`src/rtl/csr_timer_unit_if.sv`:
```
// CSR access, exception/ertn commit and interrupt bundle for csr_timer_unit.
// ID drives reads, WB drives writes and commits; the CSR unit is the slave.
interface csr_timer_unit_if #(
  parameter int HW_INT_N = 8
);
  logic                csr_re;
  logic [13:0]         csr_num;
  logic [31:0]         csr_rvalue;
  logic                csr_we;
  logic [31:0]         csr_wmask;
  logic [31:0]         csr_wvalue;
  logic [31:0]         ex_entry;
  logic [31:0]         ertn_entry;
  logic                has_int;
  logic                ertn_flush;
  logic                wb_ex;
  logic [5:0]          wb_ecode;
  logic [8:0]          wb_esubcode;
  logic [31:0]         wb_pc;
  logic [31:0]         wb_vaddr;
  logic [HW_INT_N-1:0] hw_int_in;
  logic                ipi_int_in;

  modport slave (
    input  csr_re, csr_num, csr_we, csr_wmask, csr_wvalue,
    input  ertn_flush, wb_ex, wb_ecode, wb_esubcode,
    input  wb_pc, wb_vaddr, hw_int_in, ipi_int_in,
    output csr_rvalue, ex_entry, ertn_entry, has_int
  );

  modport master (
    output csr_re, csr_num, csr_we, csr_wmask, csr_wvalue,
    output ertn_flush, wb_ex, wb_ecode, wb_esubcode,
    output wb_pc, wb_vaddr, hw_int_in, ipi_int_in,
    input  csr_rvalue, ex_entry, ertn_entry, has_int
  );
endinterface

```
`src/rtl/csr_timer_unit.sv`:
```
// LoongArch-32 CSR file with constant timer and sampled interrupts.
// Define CSR_BADV_EN to implement the BADV register (0x07).
module csr_timer_unit #(
  parameter int          TIMER_W  = 32,
  parameter int          HW_INT_N = 8,
  parameter int          SAVE_N   = 4,
  parameter logic [31:0] TID_INIT = 32'h0
) (
  input logic             clk,
  input logic             reset,
  csr_timer_unit_if.slave bus
);
  localparam logic [13:0] A_CRMD   = 14'h00;
  localparam logic [13:0] A_PRMD   = 14'h01;
  localparam logic [13:0] A_ECFG   = 14'h04;
  localparam logic [13:0] A_ESTAT  = 14'h05;
  localparam logic [13:0] A_ERA    = 14'h06;
  localparam logic [13:0] A_BADV   = 14'h07;
  localparam logic [13:0] A_EENTRY = 14'h0c;
  localparam logic [13:0] A_SAVE0  = 14'h30;
  localparam logic [13:0] A_TID    = 14'h40;
  localparam logic [13:0] A_TCFG   = 14'h41;
  localparam logic [13:0] A_TVAL   = 14'h42;
  localparam logic [13:0] A_TICLR  = 14'h44;
  localparam int          SI_W     = (SAVE_N > 1) ? $clog2(SAVE_N) : 1;
  localparam logic [12:0] LIE_MASK = 13'h1bff;

  logic [8:0]         r_crmd;
  logic [2:0]         r_prmd;
  logic [12:0]        r_lie;
  logic [1:0]         r_is_sw;
  logic [7:0]         r_is_hw;
  logic               r_is_ti;
  logic               r_is_ipi;
  logic [5:0]         r_ecode;
  logic [8:0]         r_esub;
  logic [31:0]        r_era;
  logic [25:0]        r_eentry;
  logic [31:0]        r_save [SAVE_N];
  logic [31:0]        r_tid;
  logic [TIMER_W-1:0] r_tcfg;
  logic [TIMER_W-1:0] r_cnt;

  logic [31:0]        w_m;
  logic [31:0]        w_v;
  logic [31:0]        w_estat;
  logic [7:0]         w_hw;
  logic [SI_W-1:0]    w_sidx;
  logic               w_in_save;
  logic               w_wr_save;
  logic [TIMER_W-1:0] w_tcfg_new;
  logic               w_ti_fire;
  logic               w_ti_clr;
  logic [31:0]        w_rdata;

  assign w_m = bus.csr_wmask;
  assign w_v = bus.csr_wvalue;

  function automatic logic [31:0] f_mw(
    input logic [31:0] old,
    input logic [31:0] m,
    input logic [31:0] v
  );
    return (m & v) | (~m & old);
  endfunction

  function automatic logic wr_to(input logic [13:0] a);
    return bus.csr_we && (bus.csr_num == a);
  endfunction

  always_comb begin
    w_hw = '0;
    w_hw[HW_INT_N-1:0] = bus.hw_int_in;
  end

  assign w_sidx    = bus.csr_num[SI_W-1:0];
  assign w_in_save = (bus.csr_num >= A_SAVE0) &&
                     (bus.csr_num < A_SAVE0 + 14'(SAVE_N));
  assign w_wr_save = bus.csr_we && w_in_save;

  assign w_tcfg_new = (w_m[TIMER_W-1:0] & w_v[TIMER_W-1:0]) |
                      (~w_m[TIMER_W-1:0] & r_tcfg);
  assign w_ti_fire  = r_tcfg[0] && (r_cnt == '0);
  assign w_ti_clr   = wr_to(A_TICLR) && w_m[0] && w_v[0];

  assign w_estat = {1'b0, r_esub, r_ecode, 3'b0, r_is_ipi,
                    r_is_ti, 1'b0, r_is_hw, r_is_sw};

  always_ff @(posedge clk or posedge reset) begin
    if (reset) begin
      r_crmd <= 9'h008;
    end else if (bus.wb_ex) begin
      r_crmd[2:0] <= 3'b0;
    end else if (bus.ertn_flush) begin
      r_crmd[2:0] <= r_prmd;
    end else if (wr_to(A_CRMD)) begin
      r_crmd <= (w_m[8:0] & w_v[8:0]) | (~w_m[8:0] & r_crmd);
    end
  end

  always_ff @(posedge clk or posedge reset) begin
    if (reset) begin
      r_prmd <= '0;
      r_era  <= '0;
    end else if (bus.wb_ex) begin
      r_prmd <= r_crmd[2:0];
      r_era  <= bus.wb_pc;
    end else begin
      if (wr_to(A_PRMD))
        r_prmd <= (w_m[2:0] & w_v[2:0]) | (~w_m[2:0] & r_prmd);
      if (wr_to(A_ERA))
        r_era <= f_mw(r_era, w_m, w_v);
    end
  end

  always_ff @(posedge clk or posedge reset) begin
    if (reset) begin
      r_lie    <= '0;
      r_eentry <= '0;
      r_tid    <= TID_INIT;
    end else begin
      if (wr_to(A_ECFG))
        r_lie <= ((w_m[12:0] & w_v[12:0]) | (~w_m[12:0] & r_lie))
                 & LIE_MASK;
      if (wr_to(A_EENTRY))
        r_eentry <= (w_m[31:6] & w_v[31:6]) | (~w_m[31:6] & r_eentry);
      if (wr_to(A_TID))
        r_tid <= f_mw(r_tid, w_m, w_v);
    end
  end

  always_ff @(posedge clk or posedge reset) begin
    if (reset) begin
      for (int i = 0; i < SAVE_N; i++) r_save[i] <= '0;
    end else begin
      for (int i = 0; i < SAVE_N; i++)
        if (w_wr_save && (w_sidx == SI_W'(i)))
          r_save[i] <= f_mw(r_save[i], w_m, w_v);
    end
  end

  always_ff @(posedge clk or posedge reset) begin
    if (reset) begin
      r_is_sw  <= '0;
      r_is_hw  <= '0;
      r_is_ipi <= 1'b0;
      r_ecode  <= '0;
      r_esub   <= '0;
    end else begin
      r_is_hw  <= w_hw;
      r_is_ipi <= bus.ipi_int_in;
      if (bus.wb_ex) begin
        r_ecode <= bus.wb_ecode;
        r_esub  <= bus.wb_esubcode;
      end else if (wr_to(A_ESTAT)) begin
        r_is_sw <= (w_m[1:0] & w_v[1:0]) | (~w_m[1:0] & r_is_sw);
      end
    end
  end

  // Timer expiry set takes precedence over a same-cycle TICLR clear
  always_ff @(posedge clk or posedge reset) begin
    if (reset)          r_is_ti <= 1'b0;
    else if (w_ti_fire) r_is_ti <= 1'b1;
    else if (w_ti_clr)  r_is_ti <= 1'b0;
  end

  always_ff @(posedge clk or posedge reset) begin
    if (reset) begin
      r_tcfg <= '0;
      r_cnt  <= '0;
    end else if (wr_to(A_TCFG)) begin
      r_tcfg <= w_tcfg_new;
      r_cnt  <= {w_tcfg_new[TIMER_W-1:2], 2'b00};
    end else if (r_tcfg[0]) begin
      if (r_cnt == '0)
        r_cnt <= r_tcfg[1] ? {r_tcfg[TIMER_W-1:2], 2'b00} : '1;
      else if (r_cnt != '1)
        r_cnt <= r_cnt - 1'b1;
    end
  end

`ifdef CSR_BADV_EN
  logic [31:0] r_badv;
  logic        w_unused;
  assign w_unused = bus.csr_re;

  always_ff @(posedge clk or posedge reset) begin
    if (reset)
      r_badv <= '0;
    else if (bus.wb_ex && bus.wb_ecode == 6'h08)
      r_badv <= bus.wb_pc;
    else if (bus.wb_ex && bus.wb_ecode == 6'h09)
      r_badv <= bus.wb_vaddr;
    else if (!bus.wb_ex && wr_to(A_BADV))
      r_badv <= f_mw(r_badv, w_m, w_v);
  end
`else
  logic w_unused;
  assign w_unused = ^{bus.csr_re, bus.wb_vaddr};
`endif

  always_comb begin
    w_rdata = '0;
    if (w_in_save) begin
      w_rdata = r_save[w_sidx];
    end else begin
      case (bus.csr_num)
        A_CRMD:   w_rdata = 32'(r_crmd);
        A_PRMD:   w_rdata = 32'(r_prmd);
        A_ECFG:   w_rdata = 32'(r_lie);
        A_ESTAT:  w_rdata = w_estat;
        A_ERA:    w_rdata = r_era;
`ifdef CSR_BADV_EN
        A_BADV:   w_rdata = r_badv;
`endif
        A_EENTRY: w_rdata = {r_eentry, 6'b0};
        A_TID:    w_rdata = r_tid;
        A_TCFG:   w_rdata = 32'(r_tcfg);
        A_TVAL:   w_rdata = 32'(r_cnt);
        default:  w_rdata = '0;
      endcase
    end
  end

  assign bus.csr_rvalue = w_rdata;
  assign bus.ex_entry   = {r_eentry, 6'b0};
  assign bus.ertn_entry = r_era;
  assign bus.has_int    = |(w_estat[12:0] & r_lie) & r_crmd[2];
endmodule
```
`src/flat_wrapper.sv`:
```
// flat-port wrapper written by rule: the top's interface ports become plain ports
module csr_timer_unit_flat 
#(
  parameter int          TIMER_W  = 32,
  parameter int          HW_INT_N = 8,
  parameter int          SAVE_N   = 4,
  parameter logic [31:0] TID_INIT = 32'h0
)
  (clk, reset, bus_csr_re, bus_csr_num, bus_csr_we, bus_csr_wmask, bus_csr_wvalue, bus_ertn_flush, bus_wb_ex, bus_wb_ecode, bus_wb_esubcode, bus_wb_pc, bus_wb_vaddr, bus_hw_int_in, bus_ipi_int_in, bus_csr_rvalue, bus_ex_entry, bus_ertn_entry, bus_has_int);
  csr_timer_unit_if #(.HW_INT_N(HW_INT_N)) bus_i ();
  input logic clk;
  input logic reset;
  input wire logic [$bits(bus_i.csr_re)-1:0] bus_csr_re;
  input wire logic [$bits(bus_i.csr_num)-1:0] bus_csr_num;
  input wire logic [$bits(bus_i.csr_we)-1:0] bus_csr_we;
  input wire logic [$bits(bus_i.csr_wmask)-1:0] bus_csr_wmask;
  input wire logic [$bits(bus_i.csr_wvalue)-1:0] bus_csr_wvalue;
  input wire logic [$bits(bus_i.ertn_flush)-1:0] bus_ertn_flush;
  input wire logic [$bits(bus_i.wb_ex)-1:0] bus_wb_ex;
  input wire logic [$bits(bus_i.wb_ecode)-1:0] bus_wb_ecode;
  input wire logic [$bits(bus_i.wb_esubcode)-1:0] bus_wb_esubcode;
  input wire logic [$bits(bus_i.wb_pc)-1:0] bus_wb_pc;
  input wire logic [$bits(bus_i.wb_vaddr)-1:0] bus_wb_vaddr;
  input wire logic [$bits(bus_i.hw_int_in)-1:0] bus_hw_int_in;
  input wire logic [$bits(bus_i.ipi_int_in)-1:0] bus_ipi_int_in;
  output wire logic [$bits(bus_i.csr_rvalue)-1:0] bus_csr_rvalue;
  output wire logic [$bits(bus_i.ex_entry)-1:0] bus_ex_entry;
  output wire logic [$bits(bus_i.ertn_entry)-1:0] bus_ertn_entry;
  output wire logic [$bits(bus_i.has_int)-1:0] bus_has_int;
  assign bus_i.csr_re = bus_csr_re;
  assign bus_i.csr_num = bus_csr_num;
  assign bus_i.csr_we = bus_csr_we;
  assign bus_i.csr_wmask = bus_csr_wmask;
  assign bus_i.csr_wvalue = bus_csr_wvalue;
  assign bus_i.ertn_flush = bus_ertn_flush;
  assign bus_i.wb_ex = bus_wb_ex;
  assign bus_i.wb_ecode = bus_wb_ecode;
  assign bus_i.wb_esubcode = bus_wb_esubcode;
  assign bus_i.wb_pc = bus_wb_pc;
  assign bus_i.wb_vaddr = bus_wb_vaddr;
  assign bus_i.hw_int_in = bus_hw_int_in;
  assign bus_i.ipi_int_in = bus_ipi_int_in;
  assign bus_csr_rvalue = bus_i.csr_rvalue;
  assign bus_ex_entry = bus_i.ex_entry;
  assign bus_ertn_entry = bus_i.ertn_entry;
  assign bus_has_int = bus_i.has_int;
  csr_timer_unit #(.TIMER_W(TIMER_W), .HW_INT_N(HW_INT_N), .SAVE_N(SAVE_N), .TID_INIT(TID_INIT)) u_core (.clk(clk), .reset(reset), .bus(bus_i));
endmodule
```
`config.mk`:
```
export PLATFORM = sky130hd
export DESIGN_NAME = csr_timer_unit_flat
export DESIGN_NICKNAME = d
export VERILOG_FILES = /design/src/rtl/csr_timer_unit_if.sv /design/src/rtl/csr_timer_unit.sv /design/src/flat_wrapper.sv
export SDC_FILE = /design/constraint.sdc
export NUM_CORES = 1
export LEC_CHECK = 0
export ABC_CLOCK_PERIOD_IN_PS = 13300
export CAP_MARGIN = 20
export CORE_MARGIN = 1
export CORE_UTILIZATION = 35
export DETAILED_ROUTE_END_ITERATION = 16
export SLEW_MARGIN = 10
export SYNTH_ARGS = -nofsm -noshare
export SYNTH_HDL_FRONTEND = slang
export SYNTH_SLANG_ARGS = --single-unit
```
`constraint.sdc`:
```
create_clock -name clk -period 13.3 [get_ports clk]
set_input_delay 2.66 -clock clk [delete_from_list [all_inputs] [get_ports clk]]
set_output_delay 2.66 -clock clk [all_outputs]
set_load 0.02 [all_outputs]
```
==> impl_metrics.toml, run 1 <==
[status]
status = "complete, no violations"

[worst_setup_path]
critical_path_class = "input port to output port"
arrival_ps = 6500
worstSetupEndpointType = "output port"
crit_path_start_kind = "input port"
critPathMaxFanout = 25
crit_required_ps = 10640

[timing]
rsz0062_at_grt = "false"
relSlewSlack_pct = 27.8
report.final.slew_viol_count = 0
finalClockSkew_ps = 19.3
setup-violations-final = 0
tightest_slew_ps = 1080
finalHoldViolations = 0
period_needed_ps = 9160
fmax_mhz = 109
fin_crit_sh_pct = 68.9
fin_tns_setup_ps = 0

[drt]
drt_iter0_drc = 1188
first_pass_iters = 6
drt.antenna.violating_nets = 0
vias_per_cell = 5.70
wl_per_cell_um = 22.6
drc = 0
via_count = 14434
drt-total-wl_um = 57200

[cells_and_area]
drive_above_1_share_pct = 21.7
syn2layout_area_growth_pct = 22.8
final_nets = 2008
seqCellArea_um2 = 8330
fillers = 4745
n_antenna_cell = 0
multiInputGateArea_um2 = 8750
final_core_util_pct = 43.7

[die]
pin_count = 269
die_x_um = 228
start_util_pct = 35.5
row_count = 82
die_area_um2 = 52000
die_h_um = 228
core_area_um2 = 50300

[clocking]
cts_tree = "built"
cts_resized = 0
clk_latency_ps = 550
cts_setup_buffers = 0
clock-sinks = 333
cts_htree_levels = 2
clockBufferDepth = 3
cts_hold_buf = 0
cts_buffers = 40
cts-root-buf = "clkbuf_16"
clk_pin_slew_ps = 60

[global_routing]
grt_usage_pct = 21.9
grt_pass1_wl_um = 88500
antenna_found_initial = 0
gr-total-overflow = 0
grt_max_degree = 131
grt_pass1_vias = 14390

[logic_synthesis]
yosys.area_share.simple_pct = 12.4
synth-edff-count = 0
synthAdderAreaFrac_pct = 0.210
synthFlopType = "dfrtp_1"
synth-xor-area-share_pct = 0.833
avgSynthCellArea_um2 = 10.5
synthCells = 1699
ys_ff_latch = 333
synthMuxAreaShare_pct = 21.3
yosysUniqueCellTypes = 65
ys_warn_count = 0
synth_seq_area_share_pct = 46.6
synthArstFlopShare_pct = 100
synth_top_family_by_area = "multiplexers"
synth_compound_area_share_pct = 13.8
synthesis.area_um2 = 17900

[worst_hold_path]
hold_path_class = "flip-flop to flip-flop"

[placed_design]
io_buffers = 229
dp_hpwl_um = 38400
gp_congestion = 0.853

[power]
p_leak_nw = 9.27
power_per_cell_area_nw_per_um2 = 106
vdd_ir_drop_max_mv = 0.0672

[flow_run]
cap_violations = 0
## layout make-up
cell class	instances	area share, %
clock buffers	57	5.36
clock inverters	12	0.650
flip-flops and latches	333	38.0
multi-input cells	1152	39.9
well taps	672	3.83
inverters	45	0.804
repair buffers	261	11.5
## Yosys cell counts, drive strengths merged (2+ instances only)
cell	number	share of area (%)
a21oi	62	1.7
nand2	267	5.6
nand3b	11	0.46
and3	8	0.28
o41ai	3	0.15
a222oi	24	1.3
dfrtp	332	46
a221oi	11	0.54
o211ai	8	0.34
o21ai	31	0.87
nand4	14	0.49
a21boi	32	1.3
nand2b	7	0.25
a31oi	14	0.49
a311oi	35	1.7
mux2i	30	1.7
o31ai	2	0.084
clkbuf	124	2.6
buf	50	1.3
xor2	9	0.44
mux4	32	4.0
ha	3	0.21
a211oi	13	0.55
xnor2	8	0.39
o31a	7	0.34
or3	7	0.25
nand3	43	1.2
nor4	13	0.56
mux2	248	16
nor2b	6	0.21
o221ai	2	0.098
a22o	6	0.29
nor4b	4	0.23
nor3b	2	0.084
o22ai	5	0.18
inv	45	0.95
nor2	48	1.0
o22a	5	0.25
nor3	30	1.0
a22oi	74	3.1
or4	10	0.48
## cells in the final DEF, fill, tap and decap left out, types with 14 or more instances in the layout
cell	count
mux4_2	32
inv_1	44
buf_4	32
a21boi_0	32
a222oi_1	24
mux2_2	244
a311oi_1	35
nand3_1	43
nand4_1	14
clkdlybuf4s50_1	226
o21ai_0	26
dfrtp_1	332
nor3_1	19
mux2i_1	30
clkbuf_16	41
nor2_1	43
a21oi_1	62
a22oi_1	74
nand2_1	267
a31oi_1	14
## report_power, final
part / switching [mW] / internal (mW) / total, mW
registers: 0.0162 / 1.03 / 1.05
logic: 0.104 / 0.0788 / 0.182
clock network: 0.430 / 0.671 / 1.10
## critical path: stages
cell	delay, ps
clkdlybuf4s50_1	730
nor4_2	690
nand3_1	370
nor2_2	400
buf_4	460
nand2_1	180
and3_1	230
nand3_1	120
clkdlybuf4s50_1	640
## final timing paths
path | startpoint | cells past startpoint | endpoint | slack [ps]
min in group asynchronous | reset | 2 | asynchronous set/reset pin | 2700
max reg2reg | u_core.r_cnt[8] | 7 | u_core.r_cnt[22] | 9920
max in group asynchronous | reset | 4 | u_core.r_ecode[1] | 8240
min reg2reg | flip-flop | 1 | flip-flop | 500
max | bus_csr_num[3] | 9 | bus_csr_rvalue[1] | 4140
min | flip-flop | 1 | flip-flop | 500
## cell families (layout without fill, tap and decap cells)
logic type	count (synthesis)	after routing
muxes	310	310
adders and majority gates	3	3
DFF	333	333
other	1	6
buffers and inverters	219	375
and+or+nand+nor	475	475
xor gates and xnor gates	17	17
AOI/OAI and AO/OA	341	341
## per-stage QoR
step | worst slack (ps) | cells | hold slack (ps) | power (mW) | instance area, um^2
global placement | 4170 | 2462 | 472 | 1.25 | 20600
detailed placement | 4220 | 2463 | 482 | 1.25 | 20600
global route | 4050 | 2532 | 506 | 2.41 | 21900
CTS | 4210 | 2532 | 494 | 2.36 | 21900
floorplan | 1420 | 1704 | 448 | 1.16 | 17900
finish | 4140 | 2532 | 498 | 2.33 | 21900
## metal layers
metal  track usage, %  up-vias  wire length, um
met5                0        -                0
met4             7.28        0             1540
met3             3.40       77             3120
met2             35.7      482            27100
met1             29.6     7392            25400
li1                 -     6483                -
No activity file was read; power rests on OpenSTA's default activity.
==> inputs of run 2 (changes only) <==
ABC_CLOCK_PERIOD_IN_PS = 7800   (was 13300)
clock period = 7.8 ns   (was 13.3 ns; I/O delays follow)
==> impl_metrics.toml, run 2 (synthesized netlist as in run 1, its figures left out) <==
[global_routing]
grt_pass1_vias = 14732
grt_max_degree = 176
grt_pass1_wl_um = 88700
grt_usage_pct = 21.8
antenna_found_initial = 2
gr-total-overflow = 0

[die]
pin_count = 269
die_h_um = 228
die_x_um = 228
die_area_um2 = 52000
start_util_pct = 35.5
row_count = 82
core_area_um2 = 50300

[clocking]
clock-sinks = 333
clockBufferDepth = 3
cts_buffers = 39
clk_latency_ps = 550
cts_hold_buf = 0
cts_htree_levels = 2
cts_setup_buffers = 0
cts-root-buf = "clkbuf_16"
cts_tree = "built"
clk_pin_slew_ps = 60
cts_resized = 0

[drt]
drc = 0
drt.antenna.violating_nets = 0
vias_per_cell = 5.72
drt-total-wl_um = 56800
drt_iter0_drc = 1282
wl_per_cell_um = 22.3
first_pass_iters = 7
via_count = 14525

[timing]
report.final.slew_viol_count = 0
fin_tns_setup_ps = 0
tightest_slew_ps = 1060
relSlewSlack_pct = 28.9
setup-violations-final = 0
finalHoldViolations = 0
finalClockSkew_ps = 21.6
holdWs_ps = 491
fin_crit_sh_pct = 86.8
rsz0062_at_grt = "false"
fmax_mhz = 148
period_needed_ps = 6770

[worst_setup_path]
cpPeakStageDelay_ps = 730
crit_path_start_kind = "input port"
crit_chain = "clkdlybuf4s50_1, nor4_2, nand3_1, nor2_2, buf_4, a22oi_1, nand3_1, clkdlybuf4s50_1"
crit_required_ps = 6240
critPathMaxFanout = 11
arrival_ps = 5210
critical_path_class = "input port to output port"
critPathLaunch = "bus_csr_num[3]"
rr_startpoint = "u_core.r_cnt[17]"
crit_path_top_delay_cell = "clkdlybuf4s50_1"
worstSetupEndpointType = "output port"

[flow_run]
cap_violations = 0

[cells_and_area]
finalNonFillerCells = 2541
n_antenna_cell = 0
syn2layout_area_growth_pct = 22.9
drive_above_1_share_pct = 21.7
final_core_util_pct = 43.7
final_nets = 2017
final_cell_mix = "dfrtp_1 (332), nand2_1 (267), mux2_2 (244)"
mostFrequentLayoutCell = "dfrtp_1"

[power]
power_mw = 3.89
p_leak_nw = 9.30
power_per_cell_area_nw_per_um2 = 177
vdd_ir_drop_max_mv = 0.119

[placed_design]
gp_congestion = 0.862
dpl.cell_count = 2473
dp_hpwl_um = 39000
io_buffers = 229

[worst_hold_path]
hold_path_class = "flip-flop to flip-flop"

[status]
status = "complete, no violations"
run 2: worst max-delay path, delay by kind of cell:
| family | cells | cell delay (ps) |
|---|---|---|
| AOI/OAI and AO/OA | 1 | 140 |
| and+or+nand+nor | 4 | 1820 |
| buffers and inverters | 3 | 1680 |
run 2: where the power goes:
group          total (mW)  switching (mW)  internal [mW]
sequential           1.79          0.0281           1.76
combinational       0.311           0.176          0.136
clock                1.80           0.721           1.07
total                3.89           0.925           2.97
run 2: worst paths after layout:
path,to,slack [ps],cells past startpoint
worst max register to register,u_core.r_cnt[30],4670,6
min in group asynchronous,asynchronous set/reset pin,1610,3
worst min register to register,flip-flop,490,1
worst min-delay path,flip-flop,490,1
max in group asynchronous,asynchronous set/reset pin,4710,4
worst max-delay path,bus_csr_rvalue[31],1030,8
run 2: stage by stage:
step	cell area (um^2)	worst slack, ps
2_1_floorplan	17900	1790
5_1_grt	22000	875
4_1_cts	22000	1090
3_3_place_gp	20700	1100
6_report	22000	1030
3_5_place_dp	20700	1110
run 2: layer usage:
metal | vias up | global-route usage, % | part of all wire (%)
met2 | 495 | 35.1 | 47
met5 | - | 0 | 0.021
met1 | 7426 | 29.9 | 44
met3 | 98 | 3.18 | 5.9
met4 | 2 | 7.82 | 3.0
li1 | 6504 | - | -
run 2: cell type report:
type	count	area, um^2
fill	4765	28300
multi-input combinational	1152	8750
sequential	333	8330
timing repair buffer	271	2620
clock buffer	58	1140
tap	672	841
clock inverter	10	104
inverter	45	173
